File: config.mk
export PLATFORM = sky130hd
export DESIGN_NAME = fft_r4_ctrl_mm
export DESIGN_NICKNAME = d
export VERILOG_FILES = /design/src/rtl/fft_r4_pkg.sv /design/src/rtl/fft_r4_wb_delay.sv /design/src/rtl/fft_r4_ctrl_mm.sv
export SDC_FILE = /design/constraint.sdc
export NUM_CORES = 1
export LEC_CHECK = 0
export BUFFER_PORTS_ARGS = -buffer_cell sky130_fd_sc_hd__buf_4
export CORE_UTILIZATION = 45
export CTS_CLUSTER_SIZE = 28
export DETAILED_ROUTE_END_ITERATION = 10
export GPL_TIMING_DRIVEN = 1
export PLACE_DENSITY = 0.68
export REMOVE_ABC_BUFFERS = 1
export SLEW_MARGIN = 20
export SYNTH_ARGS = -nofsm -noshare
export SYNTH_HDL_FRONTEND = slang
export SYNTH_SLANG_ARGS = --single-unit
File: constraint.sdc
create_clock -name clk -period 4 [get_ports clk]
set_clock_uncertainty 0.1 [all_clocks]
set_input_delay 0.8 -clock clk [delete_from_list [all_inputs] [get_ports clk]]
set_output_delay 0.8 -clock clk [all_outputs]
set_load 0.03 [all_outputs]
File: src/rtl/fft_r4_pkg.sv
// Shared definitions for the radix-4 FFT sequencer: state encoding, defaults, index helpers.
package fft_r4_pkg;

    localparam int unsigned MAX_LOG4N_DEF = 3;
    localparam int unsigned BF_LAT_DEF    = 2;

    typedef enum logic [1:0] {
        ST_IDLE  = 2'd0,
        ST_RUN   = 2'd1,
        ST_DRAIN = 2'd2,
        ST_HOLD  = 2'd3
    } state_e;

    // 4^n
    function automatic int unsigned pow4(input int unsigned n);
        return 32'd1 << (32'd2 * n);
    endfunction

    // Twiddle exponent base: (idx mod 4^(l-1-s)) << 2s; zero outside a valid stage.
    function automatic int unsigned tw_shift(input int unsigned idx,
                                             input int unsigned l,
                                             input int unsigned s);
        if (l == 32'd0 || s >= l) begin
            return 32'd0;
        end
        return (idx & (pow4(l - 32'd1 - s) - 32'd1)) << (32'd2 * s);
    endfunction

endpackage

File: src/rtl/fft_r4_wb_delay.sv
// Write-back delay line: carries {valid, butterfly index} across the butterfly pipeline.
module fft_r4_wb_delay
    import fft_r4_pkg::*;
#(
    parameter int unsigned DEPTH = BF_LAT_DEF,
    parameter int unsigned W     = 4
) (
    input  logic         clk,
    input  logic         rst_n,
    input  logic         clr,
    input  logic         in_vld,
    input  logic [W-1:0] in_idx,
    output logic         out_vld,
    output logic [W-1:0] out_idx
);

    logic [DEPTH-1:0] vld_q;
    logic [W-1:0]     idx_q [DEPTH];

    // Shift stage; clr empties the line so an aborted transform leaves no writes behind.
    always_ff @(posedge clk or negedge rst_n) begin
        if (!rst_n) begin
            vld_q <= '0;
            for (int i = 0; i < int'(DEPTH); i++) begin
                idx_q[i] <= '0;
            end
        end else if (clr) begin
            vld_q <= '0;
            for (int i = 0; i < int'(DEPTH); i++) begin
                idx_q[i] <= '0;
            end
        end else begin
            vld_q[0] <= in_vld;
            idx_q[0] <= in_idx;
            for (int i = 1; i < int'(DEPTH); i++) begin
                vld_q[i] <= vld_q[i-1];
                idx_q[i] <= idx_q[i-1];
            end
        end
    end

    assign out_vld = vld_q[DEPTH-1];
    assign out_idx = idx_q[DEPTH-1];

endmodule

File: src/rtl/fft_r4_ctrl_mm.sv
// Multimode radix-4 FFT sequencer: runtime size, per-butterfly issue, pipeline drain, abort, backpressure.
module fft_r4_ctrl_mm
    import fft_r4_pkg::*;
#(
    parameter  int unsigned MAX_LOG4N = MAX_LOG4N_DEF,
    parameter  int unsigned BF_LAT    = BF_LAT_DEF,
    localparam int unsigned IDX_W     = (MAX_LOG4N > 1) ? 2 * MAX_LOG4N - 2 : 1,
    localparam int unsigned STG_W     = (MAX_LOG4N > 1) ? $clog2(MAX_LOG4N) : 1
) (
    input  logic             clk,
    input  logic             rst_n,
    input  logic             start,
    input  logic [STG_W:0]   mode,
    input  logic             abort,
    input  logic             out_ready,
    output logic             busy,
    output logic [STG_W-1:0] stage,
    output logic             bf_enable,
    output logic [IDX_W-1:0] bf_idx,
    output logic [IDX_W-1:0] tw_addr,
    output logic             mux_sel,
    output logic             reg_we,
    output logic [IDX_W-1:0] wr_idx,
    output logic             valid,
    output logic             done,
    output logic             err_mode
);

    localparam int unsigned MODE_W = STG_W + 1;
    localparam int unsigned CNT_W  = (BF_LAT > 1) ? $clog2(BF_LAT) : 1;

    state_e             state_q, state_d;
    logic [MODE_W-1:0]  l_q, l_d;
    logic [STG_W-1:0]   s_q, s_d;
    logic [IDX_W-1:0]   idx_q, idx_d;
    logic [CNT_W-1:0]   cnt_q, cnt_d;
    logic [IDX_W-1:0]   tw_d;
    logic               done_d;
    logic               err_d;
    logic               mode_ok;
    logic               last_idx;
    logic               last_stage;
    logic               drain_end;

    // Decodes used by the next-state logic.
    always_comb begin
        mode_ok    = (mode != '0) && (mode <= MODE_W'(MAX_LOG4N));
        last_idx   = (idx_q == IDX_W'(pow4(32'(l_q) - 32'd1) - 32'd1));
        last_stage = ((MODE_W'(s_q) + MODE_W'(1)) >= l_q);
        drain_end  = (cnt_q == CNT_W'(BF_LAT - 1));
    end

    // Next-state and next-output logic.
    always_comb begin
        state_d = state_q;
        l_d     = l_q;
        s_d     = s_q;
        idx_d   = idx_q;
        cnt_d   = '0;
        done_d  = 1'b0;
        err_d   = 1'b0;
        tw_d    = '0;

        unique case (state_q)
            ST_IDLE: begin
                s_d   = '0;
                idx_d = '0;
                if (!abort && start) begin
                    if (mode_ok) begin
                        l_d     = mode;
                        state_d = ST_RUN;
                    end else begin
                        err_d = 1'b1;
                    end
                end
            end
            ST_RUN: begin
                if (abort) begin
                    state_d = ST_IDLE;
                    s_d     = '0;
                    idx_d   = '0;
                end else if (last_idx) begin
                    state_d = ST_DRAIN;
                end else begin
                    idx_d = idx_q + IDX_W'(1);
                end
            end
            ST_DRAIN: begin
                if (abort) begin
                    state_d = ST_IDLE;
                    s_d     = '0;
                    idx_d   = '0;
                end else if (drain_end) begin
                    if (last_stage) begin
                        state_d = ST_HOLD;
                    end else begin
                        state_d = ST_RUN;
                        s_d     = s_q + STG_W'(1);
                        idx_d   = '0;
                    end
                end else begin
                    cnt_d = cnt_q + CNT_W'(1);
                end
            end
            ST_HOLD: begin
                if (abort) begin
                    state_d = ST_IDLE;
                    s_d     = '0;
                    idx_d   = '0;
                end else if (out_ready) begin
                    state_d = ST_IDLE;
                    done_d  = 1'b1;
                    s_d     = '0;
                    idx_d   = '0;
                end
            end
            default: begin
                state_d = ST_IDLE;
            end
        endcase

        if (state_d != ST_IDLE) begin
            tw_d = IDX_W'(tw_shift(32'(idx_d), 32'(l_d), 32'(s_d)));
        end
    end

    // State and sequencing counters.
    always_ff @(posedge clk or negedge rst_n) begin
        if (!rst_n) begin
            state_q <= ST_IDLE;
            l_q     <= '0;
            s_q     <= '0;
            idx_q   <= '0;
            cnt_q   <= '0;
        end else begin
            state_q <= state_d;
            l_q     <= l_d;
            s_q     <= s_d;
            idx_q   <= idx_d;
            cnt_q   <= cnt_d;
        end
    end

    // Registered outputs, all derived from the next state so they move together.
    always_ff @(posedge clk or negedge rst_n) begin
        if (!rst_n) begin
            busy      <= 1'b0;
            bf_enable <= 1'b0;
            tw_addr   <= '0;
            mux_sel   <= 1'b0;
            valid     <= 1'b0;
            done      <= 1'b0;
            err_mode  <= 1'b0;
        end else begin
            busy      <= (state_d != ST_IDLE);
            bf_enable <= (state_d == ST_RUN);
            tw_addr   <= tw_d;
            mux_sel   <= (state_d != ST_IDLE) && (s_d != '0);
            valid     <= (state_d == ST_HOLD);
            done      <= done_d;
            err_mode  <= err_d;
        end
    end

    assign stage  = s_q;
    assign bf_idx = idx_q;

    fft_r4_wb_delay #(
        .DEPTH (BF_LAT),
        .W     (IDX_W)
    ) u_wb_delay (
        .clk     (clk),
        .rst_n   (rst_n),
        .clr     (abort),
        .in_vld  (bf_enable),
        .in_idx  (bf_idx),
        .out_vld (reg_we),
        .out_idx (wr_idx)
    );

endmodule

* Word-level counts from Yosys, hierarchy flattened
Index checks and enable logic that the tools add are counted.
** Word-level totals
- Memory bits (writable) :: 0
- Input bits :: 8
- Output and inout bits :: 21
- Memories kept :: 0
- Bits in read-only memories :: 0
- Logic and storage cells :: 90
- Bits in latches :: 0
- Register bits :: 32
** Cells by class
- Equality and inequality tests :: 6
- Bitwise operators :: 1
- Div/mod/pow operators :: 0
- Mux-type cells :: 43
- Add/sub/neg operators :: 9
- Multipliers :: 0
- $lt $le $gt $ge :: 3
- Reduce and logical (&&, ||, !) cells :: 10
- Shift-type cells :: 3
** Operators with widths (count)
- $mux 4 :: 9
- $and 4x32->32 :: 1
- $mux 2 :: 16
- $shl 1x32->32 const A :: 1
- $shl 1x32->4 const A :: 1
- $shl 32x3->4 :: 1
- $sub 32x1->32 const B :: 1
- $pmux 2 s4 :: 2
- $pmux 4 s4 :: 1
- $mux 1 :: 11
- $mux 3 :: 3
- $mux 8 :: 1
- $sub 3x1->4 const B :: 2
- $eq 2x2->1 const B :: 3
- $sub 4x3->5 :: 1
- $add 4x1->4 const B :: 1
- $eq 2x1->1 const B :: 2
- $eq 4x4->1 :: 1
- $reduce_bool 2->1 :: 2
- $sub 4x1->4 const B :: 1
- $add 2x1->3 const B :: 1
- $ge 2x3->1 :: 1
- $ge 3x3->1 :: 1
- $le 3x2->1 const B :: 1
- other kinds (8) :: 10

* Logic depth before layout (Yosys ltp)
Gate-level depths: netlist (run 1).
- Depth after elaboration :: 13
- Gate-level depth with buffers :: 18
- Mapped depth without buffers :: 17

* Cells and area by module
A second synthesis (run 1) with hierarchy kept.
** Unflattened totals
- Cells, all modules :: 185
- Area total of the unflattened synthesis :: 1896.8 µm²
** By module, submodules not included
- fft_r4_ctrl_mm :: cells each 161, area an instance 1554.0 µm², times used 1, sequential area each 550.5 µm²
- fft_r4_wb_delay :: cells each 24, area an instance 342.8 µm², times used 1, sequential area each 250.2 µm²

* Worst setup path after synthesis (run 1)
No wires, ideal clock.
- Kind :: input port to flip-flop
- Start point :: in abort
- End point :: reg tw_addr[2]
- Path slack :: -0.013 ns
- Path buffers :: 0
- Setup time :: 0.079 ns
- Cell stages on the path :: 13
- Data arrival time :: 3.834 ns
- Data required time :: 3.821 ns
- Path through :: or4b_4 -> nor3_2 -> mux2i_1 -> ha_1 -> inv_1 -> fa_1 -> nor3b_1 -> o21ai_0 -> nor2_1 -> mux2i_1 -> ha_1 -> nand3b_1 -> a21oi_1
** On the way
- Longest elaborated chain between the ends :: 12
- Elaborated cells on any way between the ends :: 31
- Those cells by class :: 3 x add/sub; 1 x order compare; 2 x shift; 19 x mux; 1 x bitwise; 5 x reduce/logical
** RTL lines
- start: declaration :: RTL line fft_r4_ctrl_mm.sv:14 : input logic abort,
- $logic_not 1->1 :: RTL line fft_r4_ctrl_mm.sv:68 : if (!abort && start) begin
- $logic_and 1x1->1 :: RTL line fft_r4_ctrl_mm.sv:68
- $mux 3 :: RTL line fft_r4_ctrl_mm.sv:68
- $mux 3 :: RTL line fft_r4_ctrl_mm.sv:64 : unique case (state_q)
- $sub 3x1->4 :: RTL line fft_r4_pkg.sv:26 : return (idx & (pow4(l - 32'd1 - s) - 32'd1)) << (32'd2 * s);
- $sub 4x3->5 :: RTL line fft_r4_pkg.sv:26
- $shl 1x32->32 :: RTL line fft_r4_pkg.sv:16 : return 32'd1 << (32'd2 * n);
- $sub 32x1->32 :: RTL line fft_r4_pkg.sv:26
- $and 4x32->32 :: RTL line fft_r4_pkg.sv:26
- $shl 32x3->4 :: RTL line fft_r4_pkg.sv:26
- $mux 4 :: RTL line fft_r4_pkg.sv:26
- $mux 4 * :: RTL line fft_r4_ctrl_mm.sv:122 : if (state_d != ST_IDLE) begin
- named net tw_d[2] :: RTL line fft_r4_ctrl_mm.sv:37 : logic [IDX_W-1:0] tw_d;
- end signal: assignment :: RTL line fft_r4_ctrl_mm.sv:157 : tw_addr <= tw_d;
- end: declaration :: RTL line fft_r4_ctrl_mm.sv:20 : output logic [IDX_W-1:0] tw_addr,
Mark *: on every way through the listed nets, which the timed path passes. The rest lies on a longest branch. The select of a mux whose other input is x is not followed.

* Worst setup path in the final report (run 1)
- Start point :: reg s_q[0], in the netlist stage[0]
- End point :: reg tw_addr[2]
** On the way
- Longest elaborated chain between the ends :: 13
- Elaborated cells on any way between the ends :: 30
- Those cells by class :: 4 x add/sub; 2 x order compare; 2 x shift; 19 x mux; 1 x bitwise; 2 x reduce/logical
** RTL lines
- start: declaration :: RTL line fft_r4_ctrl_mm.sv:34 : logic [STG_W-1:0] s_q, s_d;
- start signal: assignment :: RTL line fft_r4_ctrl_mm.sv:132 : s_q <= '0;
- start signal: assignment :: RTL line fft_r4_ctrl_mm.sv:138 : s_q <= s_d;
- $add 2x1->3 :: RTL line fft_r4_ctrl_mm.sv:49 : last_stage = ((MODE_W'(s_q) + MODE_W'(1)) >= l_q);
- $ge 3x3->1 :: RTL line fft_r4_ctrl_mm.sv:49
- $mux 2 :: RTL line fft_r4_ctrl_mm.sv:94 : if (last_stage) begin
- $mux 2 :: RTL line fft_r4_ctrl_mm.sv:93 : end else if (drain_end) begin
- $mux 2 :: RTL line fft_r4_ctrl_mm.sv:89 : if (abort) begin
- $pmux 2 s4 * :: RTL line fft_r4_ctrl_mm.sv:64
- named net s_d[0] :: RTL line fft_r4_ctrl_mm.sv:34
- $sub 4x3->5 :: RTL line fft_r4_pkg.sv:26
- $shl 1x32->32 :: RTL line fft_r4_pkg.sv:16
- $sub 32x1->32 :: RTL line fft_r4_pkg.sv:26
- $and 4x32->32 :: RTL line fft_r4_pkg.sv:26
- $shl 32x3->4 :: RTL line fft_r4_pkg.sv:26
- $mux 4 * :: RTL line fft_r4_pkg.sv:26
- $mux 4 * :: RTL line fft_r4_ctrl_mm.sv:122
- named net tw_d[2] :: RTL line fft_r4_ctrl_mm.sv:37
Marked as above.

==> metrics, run 1 <==
syn_area_per_cell=10.1 um2; worst skew pair latency=290 ps; DPL Wire Length=3150 um; crit share post-route=0.969; clock-pin transition on the worst setup and hold timing paths=70 ps; Yosys warning total=0; grt ovf=0; initial antenna violation count=0; Post-Synth Adder-Cell Area=0.104; met3 routed WL=181 um; dominant cell type by area after synthesis=dfrtp_1; sequential share of power=0.368; worst-case reg-to-reg path depth=17; worst vdd ir=205 uV; M1 WL=1740 um; Area Overhead vs Synth=25.4%; CP max stage cell=fa_2; top post-synthesis cells by area=dfrtp_1 43%, ha_1 9.3%, nor2b_1 4.3%, inv_1 2.6%, nand2_1 2.6%; Hold Violations, Final=0; CP top delay family=adder cells; total clock sinks=32; Pwr per Cell Area=394 mW/mm2; asr flop ratio synth=1.00; RR Endpoint=tw_addr[2]$_DFF_PN0_; H-tree depth=2; setup slack on the worst flop-to-flop path=120 ps; Initial Util=0.470; number of I/O pins=29; DRT Wirelength=4250 um; Placer Congestion=0.873; placed insts=267; simple-gate share of the synthesized area=0.209; routed vias=1516; share of the synthesized area in the top cell type=0.426; I/O Buffers=28; Compound-Gate Fraction of Synth Area=0.150; Synth Area in XOR/XNOR=0.0366; Unique masters post-synth=51; Hold Path Class=in2async; number of global-route vias before repair=1527; dpl cell area=0.00219 mm2; Final ANT Viol Nets=0; Syn Inst Count=186; cts bufs inserted=5; CTS Buffer Depth=2; largest family of logic cells by synthesized area=simple AND/OR/NAND/NOR gates; violated checks=design-rule violations; Die H=66.6 um; row count=23; Fmax=0.258 GHz; Pins Over Slew Limit=0; clock power share=0.325; Residual DRC=2; Yosys reg bits=32; P_leak=1.17 nW; cts hold-fix bufs=0; CTS tree=built; Reg2Reg Launch Point=stage[0]$_DFF_PN0_; sequential area share after synthesis=0.426; synth cell count leaders=32 x dfrtp_1, 14 x ha_1, 13 x inv_1, 13 x nand2_1, 13 x nor2b_1; Max-Cap Viols=0; Filler Cells Inserted=348; CP Launch Type=register; CP required=4120 ps; status=finished, violations left; Iter 0 DRT Violations=92; largest net degree at the start of global routing=33; crit-path max FO=4; Die Footprint=0.00444 mm2; Final Cell Area=0.00235 mm2; cell-internal power=0.644 mW; critical path's largest stage delay=480 ps; Worst Path Arrival=3990 ps; Layout Cells excl Fill=280; critical path type=reg2reg; Bufs and invs on worst path=2; first-pass GRT wire length=6800 um; Most common cell on crit path=ha_1; Core Util, Final=0.589; cell with the most instances after synthesis=dfrtp_1; Power Total=0.927 mW; layout cell share with drive strength beyond 1=0.296; CP Cell Sequence=ha_1, ha_1, nand2_1, o211ai_1, a32o_1, a21oi_2, inv_2, ha_1, inv_1, fa_2, nor3b_2, o21ai_0, nor2_1, mux2i_1, ha_1, nand3b_1, a21oi_1; Final nets=252; final setup vio count=0; Post-synth EDFFs=0; # diodes=0; Slew @ Worst Pin=513 ps; switching part of the total=0.306; area of the core=0.00400 mm2; crit path time final=3880 ps; normalized max-slew margin=0.656; ys flop type=dfrtp_1; Die Wd=66.6 um; post-synthesis mux area share=0.0160; All-Layer GR Usage=0.211; met2 routed WL=2230 um; Via density=5.41; first-pass iteration count of the detailed router=7; Max Used Layer=met4; DR WL/cell=15.2 um; Worst setup EP type=register; Cell Area, Synth=0.00188 mm2; root buffer cell=clkbuf_8; Comb pwr share=0.307; sw power=0.284 mW
[metal layers]
metal,vias to the layer above,track usage
met1,714,0.237
met3,13,0.0616
met2,48,0.352
met4,0,0.120
li1,741,-
met5,-,0
[repair_timing]
action | CTS | global route
setup endpoints to repair | 0 | 2
setup buffers | 0 | 5
resized for setup | 0 | 8
[power by group through the flow]
stage / Combinational (mW) / Sequential (mW) / Clock [mW]
6_report: 0.284 / 0.342 / 0.301
5_1_grt: 0.316 / 0.343 / 0.328
4_1_cts: 0.276 / 0.341 / 0.310
3_5_place_dp: 0.273 / 0.347 / 0
3_3_place_gp: 0.258 / 0.347 / 0
2_1_floorplan: 0.168 / 0.357 / 0
[worst max-delay path by stage]
stage / startpoint / end / slack [ps] / cells past startpoint
floorplan: abort / tw_addr[2]$_DFF_PN0_ / -10 / 13
global placement: abort / tw_addr[2]$_DFF_PN0_ / -30 / 16
detailed placement: abort / tw_addr[2]$_DFF_PN0_ / -230 / 16
CTS: stage[0]$_DFF_PN0_ / tw_addr[2]$_DFF_PN0_ / 5 / 17
global route: stage[0]$_DFF_PN0_ / tw_addr[2]$_DFF_PN0_ / -50 / 17
finish: stage[0]$_DFF_PN0_ / tw_addr[2]$_DFF_PN0_ / 120 / 17
[flip-flops by register name, indices dropped and copies added (netlist names)]
register and cells:
bf_idx 4, mux_sel 1, done 1, l_q 3, valid 1, tw_addr 4, state_q 2, bf_enable 1
u_wb_delay.out_idx 4, busy 1, u_wb_delay.vld_q 2, stage 2, err_mode 1, cnt_q 1, u_wb_delay.idx_q 4
[stage by stage]
step / TNS, ps / setup WS, ps / hold WS [ps]
global placement: -26.8 / -26.8 / 347
floorplan: -12.7 / -12.7 / 324
global route: -49.9 / -49.9 / 364
finish: 0 / 124 / 346
detailed placement: -276 / -227 / 346
CTS: 0 / 5.25 / 355
[cell families (layout without fill, tap and decap cells)]
logic type,after synthesis,count (layout)
buffers and inverters,23,67
AND/OR/NAND/NOR,68,68
multiplexers,3,3
adder cells (fa/ha/maj),15,15
XOR/XNOR,7,7
AO/OA/AOI/OAI,38,38
flip-flops,32,32
[cell usage in the layout (no fill, tap or decap), types with 3 or more instances in the layout]
cell	instances
buf_4	46
a21oi_1	6
xnor2_1	3
mux2i_1	3
xor2_1	3
clkbuf_8	5
nand3_1	6
a211oi_1	3
nand2b_1	3
nor2b_1	13
nor2_1	11
inv_1	12
nor3_1	6
nand2_1	13
dfrtp_1	31
o21ai_0	6
ha_1	14
[layout make-up]
| cell class | instances | area, um2 | area share |
|---|---|---|---|
| clock buffer | 6 | 72.6 | 0.0308 |
| timing repair buffer | 46 | 345 | 0.147 |
| inverter | 13 | 48.8 | 0.0207 |
| sequential | 32 | 802 | 0.341 |
| multi-input combinational | 131 | 988 | 0.420 |
| clock inverter | 2 | 35.0 | 0.0149 |
| tap | 50 | 62.6 | 0.0266 |
Note: power is estimated with default switching activity, not from simulation.
==> run 2, diff against run 1 <==
--- a/config.mk
+++ b/config.mk
@@ -17,2 +17,3 @@
 export SYNTH_HDL_FRONTEND = slang
+export SYNTH_HIERARCHICAL = 1
 export SYNTH_SLANG_ARGS = --single-unit
==> constraint.sdc (replaced) <==
create_clock -name clk -period 4 [get_ports clk]
set_clock_uncertainty 0.1 [all_clocks]
set_input_delay 0.4 -clock clk [delete_from_list [all_inputs] [get_ports clk]]
set_output_delay 0.4 -clock clk [all_outputs]
set_load 0.03 [all_outputs]
==> run 2 against run 1 <==
  * The flow now finishes without violations
  * Clock power hardly changed
  * Final area is 1.8% higher
  * Worst hold slack worse by 83 ps
  * First-iteration DRC count is 8.7% lower
  * Final cell count is 0.36% higher
  * Die area is 0.98% higher
  * Power is 0.96% lower
  * Via count is 3.2% lower
  * Largest cell class unchanged
  * Highest routed layer unchanged
==> metrics, run 2 <==
Iter 0 DRT Violations=84 (was 92); final setup vio count=0 (unchanged); Yosys reg bits=32 (unchanged); Via density=5.22 (was 5.41); worst skew pair latency=280 ps (was 290 ps); syn_area_per_cell=10.3 um2 (was 10.1 um2); min-delay src=out_ready; hold_ws=263 ps (was 346 ps); Worst Path Arrival=3820 ps (was 3990 ps); RSZ-0062 raised after global routing=false; crit path time final=3780 ps (was 3880 ps); Unique masters post-synth=50 (was 51); layout cell share with drive strength beyond 1=0.316 (was 0.296); cts bufs inserted=5 (unchanged); critical path type=reg2reg (unchanged); initial antenna violation count=0 (unchanged); largest net degree at the start of global routing=33 (unchanged); dominant cell type by area after synthesis=dfrtp_1 (unchanged); Layout Cells excl Fill=281 (was 280); Reg2Reg Launch Point=stage[1]$_DFF_PN0_ (was stage[0]$_DFF_PN0_); Area Overhead vs Synth=26.4% (was 25.4%); Yosys warning total=6 (was 0); row count=23 (unchanged); RR Endpoint=tw_addr[3]$_DFF_PN0_ (was tw_addr[2]$_DFF_PN0_); CP required=4050 ps (was 4120 ps); number of I/O pins=29 (unchanged); Hold EP=done$_DFF_PN0_; Cell Area, Synth=0.00190 mm2 (was 0.00188 mm2); crit-path max FO=4 (unchanged); placed insts=269 (was 267); Initial Util=0.471 (was 0.470); most common cell after layout, fill and taps aside=buf_4 (unchanged); Die Footprint=0.00448 mm2 (was 0.00444 mm2); # diodes=0 (unchanged); worst slack at placement=42.3 ps (was -227 ps); normalized max-slew margin=0.675 (was 0.656); DPL Wire Length=2960 um (was 3150 um); Syn Inst Count=185 (was 186); routed vias=1467 (was 1516); Hold Violations, Final=0 (unchanged); status=complete, no violations (was finished, violations left); Slew @ Worst Pin=486 ps (was 513 ps); Residual DRC=0 (was 2); cell with the most instances after synthesis=dfrtp_1 (unchanged); P_leak=1.14 nW (was 1.17 nW); Die H=66.9 um (was 66.6 um); worst-case reg-to-reg path depth=18 (was 17); Core Util, Final=0.595 (was 0.589); Fmax=0.265 GHz (was 0.258 GHz); first-pass iteration count of the detailed router=5 (was 7); Placer Congestion=0.894 (was 0.873); Pins Over Slew Limit=0 (unchanged); setup slack on the worst flop-to-flop path=220 ps (was 120 ps); Filler Cells Inserted=354 (was 348); Max-Cap Viols=0 (unchanged); CTS tree=built (unchanged); first-pass GRT wire length=6560 um (was 6800 um); Final nets=253 (was 252); dpl cell area=0.00222 mm2 (was 0.00219 mm2); Die Wd=66.9 um (was 66.6 um); H-tree depth=2 (unchanged); sequential area share after synthesis=0.422 (was 0.426); CTS Buffer Depth=2 (unchanged); Final WS setup=223 ps (was 124 ps); CP Launch Type=register (unchanged); ys flop type=dfrtp_1 (unchanged); Worst setup EP type=register (unchanged); Post-synth EDFFs=0 (unchanged); area of the core=0.00403 mm2 (was 0.00400 mm2); I/O Buffers=28 (unchanged); crit share post-route=0.944 (was 0.969); commonest non-fill, non-tap cells in the layout=44 x buf_4, 32 x dfrtp_1, 15 x inv_1, 15 x nand2_1, 14 x nor2b_1 (was 46 x buf_4, 31 x dfrtp_1, 14 x ha_1, 13 x nand2_1, 13 x nor2b_1); Pwr per Cell Area=383 mW/mm2 (was 394 mW/mm2); worst vdd ir=264 uV (was 205 uV); Final ANT Viol Nets=0 (unchanged); asr flop ratio synth=1.00 (unchanged); root buffer cell=clkbuf_8 (unchanged); share of the synthesized area in the top cell type=0.422 (was 0.426); DRT Wirelength=3870 um (was 4250 um); total clock sinks=32 (unchanged); clock-pin transition on the worst setup and hold timing paths=70 ps (about the same); All-Layer GR Usage=0.200 (was 0.211); DR WL/cell=13.8 um (was 15.2 um); grt ovf=0 (unchanged); top post-synthesis cells by area=dfrtp_1 42%, ha_1 9.2%, nor2b_1 4.6%, inv_1 3.2%, nand2_1 3.0% (was dfrtp_1 43%, ha_1 9.3%, nor2b_1 4.3%, inv_1 2.6%, nand2_1 2.6%); Hold Path Class=in2reg (was in2async); hold path cells=3; synth cell count leaders=32 x dfrtp_1, 16 x inv_1, 15 x nand2_1, 14 x ha_1, 14 x nor2b_1 (was 32 x dfrtp_1, 14 x ha_1, 13 x inv_1, 13 x nand2_1, 13 x nor2b_1); number of global-route vias before repair=1435 (was 1527); Final Cell Area=0.00240 mm2 (was 0.00235 mm2)
-- run 2: layer usage --
metal / share of wire / track usage
met1: 0.44 / 0.249
met4: 0.014 / 0.0691
met2: 0.50 / 0.337
met5: 0 / 0
met3: 0.040 / 0.0462
-- run 2: cell type report --
cell class,count,area (um2),share of cell area
flip-flops and latches,32,801,0.334
clock buffers,5,68.8,0.0287
repair buffers,45,340,0.142
multi-input cells,130,1020,0.426
inverters,16,60.1,0.0251
well taps,50,62.6,0.0261
clock inverters,3,42.5,0.0177
-- run 2: logic make-up (layout without fill, tap and decap cells) --
family / count (synthesis) / count (layout) / share of synthesized area
and+or+nand+nor: 65 / 65 / 0.205
DFF: 32 / 32 / 0.422
buffers and inverters: 23 / 69 / 0.0567
muxes: 3 / 3 / 0.0185
xor gates and xnor gates: 5 / 5 / 0.0330
AOI/OAI and AO/OA: 42 / 42 / 0.162
adders and majority gates: 15 / 15 / 0.103
-- run 2: where the power goes --
| part | switching [mW] | leakage, nW | internal [mW] |
|---|---|---|---|
| clock | 0.120 | 0.0541 | 0.184 |
| combinational | 0.144 | 0.647 | 0.121 |
| sequential | 0.0138 | 0.439 | 0.336 |
| total | 0.277 | 1.14 | 0.641 |
-- run 2: repair_timing --
action                                  CTS  global route
endpoints found under the setup margin    0             2
buffers inserted                          0             3
gates resized for setup                   0            12
hold endpoints to repair                 32             0
hold buffers                              1             0
-- run 2: through the flow --
stage | setup TNS (ps) | total power [mW]
floorplan | -64.1 | 0.532
global placement | 0 | 0.600
detailed placement | 0 | 0.607
CTS | 0 | 0.916
global route | 0 | 0.978
finish | 0 | 0.918
-- run 2: worst max path at each step --
stage                                    start                    to  slack [ps]  cells past startpoint
after global routing      state_q[0]$_DFF_PN0_  tw_addr[3]$_DFF_PN0_           4                     17
after floorplan             stage[0]$_DFF_PN0_  tw_addr[3]$_DFF_PN0_         -60                     18
final                       stage[1]$_DFF_PN0_  tw_addr[3]$_DFF_PN0_         220                     18
after global placement      stage[0]$_DFF_PN0_  tw_addr[3]$_DFF_PN0_          60                     18
after CTS                   stage[1]$_DFF_PN0_  tw_addr[3]$_DFF_PN0_          10                     17
after detailed placement    stage[1]$_DFF_PN0_  tw_addr[3]$_DFF_PN0_          40                     18
-- run 2: worst max-delay path, cell delays in order, from the launching register on --
cell      delay [ps]
dfrtp_1          380
ha_1             310
ha_1             280
nand2_1           90
o211ai_1         100
a32o_2           260
a21oi_2          170
inv_2             60
ha_2             190
inv_1             70
fa_2             200
o21ai_0           90
mux2_4           280
or3_4            380
ha_1             200
o21a_1           130
and3_1           180
o21ai_1          110
a21oi_1           80
==> run 3, diff against run 2 <==
==> constraint.sdc (replaced) <==
create_clock -name clk -period 4 [get_ports clk]
set_clock_uncertainty 0.1 [all_clocks]
set_input_delay 0.2 -clock clk [delete_from_list [all_inputs] [get_ports clk]]
set_output_delay 0.2 -clock clk [all_outputs]
set_load 0.03 [all_outputs]
==> run 3 against run 2 <==
  * Sequential power is essentially flat
  * Final area shrank 0.42%
  * Die area is the same
  * Wire length shrank 0.85%
  * Via count grew 1.5%
  * Critical endpoint unchanged
  * Largest cell class unchanged
==> metrics, run 3 (same netlist as run 2, synthesis figures left out) <==
DPL Wire Length=2880 um (was 2960 um); first-pass GRT wire length=6310 um (was 6560 um); Core Util, Final=0.593 (was 0.595); CTS tree=built (unchanged); crit-path max FO=4 (unchanged); # diodes=0 (unchanged); root buffer cell=clkbuf_8 (unchanged); I/O Buffers=28 (unchanged); clock-pin transition on the worst setup and hold timing paths=70 ps (about the same); Power Total=0.870 mW (was 0.918 mW); initial antenna violation count=0 (unchanged); layout cell share with drive strength beyond 1=0.317 (was 0.316); largest net degree at the start of global routing=33 (unchanged); DRT Wirelength=3840 um (was 3870 um); Iter 0 DRT Violations=82 (was 84); All-Layer GR Usage=0.194 (was 0.200); Via density=5.32 (was 5.22); grt ovf=0 (unchanged); CTS Buffer Depth=2 (unchanged); Die H=66.9 um (unchanged); Hold Violations, Final=0 (unchanged); CP required=4050 ps (about the same); DR WL/cell=13.7 um (was 13.8 um); most common cell after layout, fill and taps aside=buf_4 (unchanged); crit path time final=3830 ps (was 3780 ps); CP Launch Type=register (unchanged); area of the core=0.00403 mm2 (unchanged); commonest non-fill, non-tap cells in the layout=43 x buf_4, 32 x dfrtp_1, 15 x nand2_1, 14 x inv_1 (was 44 x buf_4, 32 x dfrtp_1, 15 x inv_1, 15 x nand2_1, 14 x nor2b_1); Area Overhead vs Synth=25.9% (was 26.4%); Final ANT Viol Nets=0 (unchanged); worst skew pair latency=280 ps (about the same); crit share post-route=0.958 (was 0.944); Max-Cap Viols=0 (unchanged); routed vias=1489 (was 1467); worst vdd ir=161 uV (was 264 uV); Worst setup EP type=register (unchanged); critical path type=reg2reg (unchanged); row count=23 (unchanged); Worst Path Arrival=3880 ps (was 3820 ps); Die Footprint=0.00448 mm2 (unchanged); Fin Setup TNS=0 ps (unchanged); Residual DRC=0 (unchanged); Filler Cells Inserted=341 (was 354); H-tree depth=2 (unchanged); first-pass iteration count of the detailed router=5 (unchanged); Pwr per Cell Area=364 mW/mm2 (was 383 mW/mm2); Slew @ Worst Pin=513 ps (was 486 ps); number of global-route vias before repair=1389 (was 1435); final setup vio count=0 (unchanged); Fmax=0.261 GHz (was 0.265 GHz); status=complete, no violations (unchanged); cts bufs inserted=5 (unchanged); P_leak=1.13 nW (was 1.14 nW); area of the multi-input gates=0.00104 mm2 (was 0.00102 mm2); total clock sinks=32 (unchanged); Hold Path Class=in2reg (unchanged); Pins Over Slew Limit=0 (unchanged); number of I/O pins=29 (unchanged); Final nets=252 (was 253); Die Wd=66.9 um (unchanged); Placer Congestion=0.816 (was 0.894); sequential cell area=801 um2 (unchanged); normalized max-slew margin=0.657 (was 0.675); Initial Util=0.471 (unchanged)
run 3: metal layers:
| metal | part of all wire | GRT usage |
|---|---|---|
| met1 | 0.46 | 0.254 |
| met2 | 0.48 | 0.306 |
| met3 | 0.036 | 0.0462 |
| met4 | 0.018 | 0.0798 |
| met5 | 0 | 0 |
run 3: path summary, 6_finish.rpt:
kind	from	endpoint	slack, ps	cells after the start
min in group asynchronous	rst_n	valid$_DFF_PN0_	290	2
max in group asynchronous	rst_n	u_wb_delay/idx_q[4]$_DFF_PN0_	3220	2
max	stage[0]$_DFF_PN0_	tw_addr[3]$_DFF_PN0_	170	19
min	out_ready	done$_DFF_PN0_	60	3
min reg2reg	cnt_q$_DFF_PN0_	cnt_q$_DFF_PN0_	360	1
max reg2reg	stage[0]$_DFF_PN0_	tw_addr[3]$_DFF_PN0_	170	19
run 3: power breakdown:
group	internal [mW]	total, mW	switching, mW
registers	0.336	0.352	0.0159
clock network	0.137	0.251	0.114
logic	0.125	0.267	0.142
run 3: critical path, stage by stage (launching register included):
cell	delay [ps]
dfrtp_1	410
ha_4	260
ha_1	280
nand2_1	70
o211ai_1	250
buf_4	170
nor3_2	40
a21oi_2	150
inv_2	60
ha_1	210
inv_1	70
fa_1	410
inv_2	80
o41ai_4	80
or3_4	350
ha_1	190
o21a_1	120
and3_1	180
o21ai_1	140
a21oi_1	80
run 3: stage by stage:
stage	cells	cell area [um2]	worst slack (ps)	hold slack, ps
floorplan	178	1850	-64.1	-196
global placement	268	2210	67.2	64.8
detailed placement	268	2210	10.3	65.7
CTS	277	2310	13.7	58.0
global route	280	2390	-24.2	73.7
finish	280	2390	168	63.4
run 3: area by class of cell:
class                           count  area share
Inverter                           16      0.0252
Clock inverter                      2     0.00419
Clock buffer                        6      0.0346
Timing Repair Buffer               44       0.139
Sequential cell                    32       0.335
Multi-Input combinational cell    130       0.435
Tap cell                           50      0.0262
run 3: what timing repair did:
item | in CTS | in global routing
hold buffers | 1 | 0
hold endpoints to repair | 32 | 0
buffers inserted | 0 | 3
pin swaps | 1 | 3
endpoints found under the setup margin | 1 | 2
resized for setup | 0 | 12
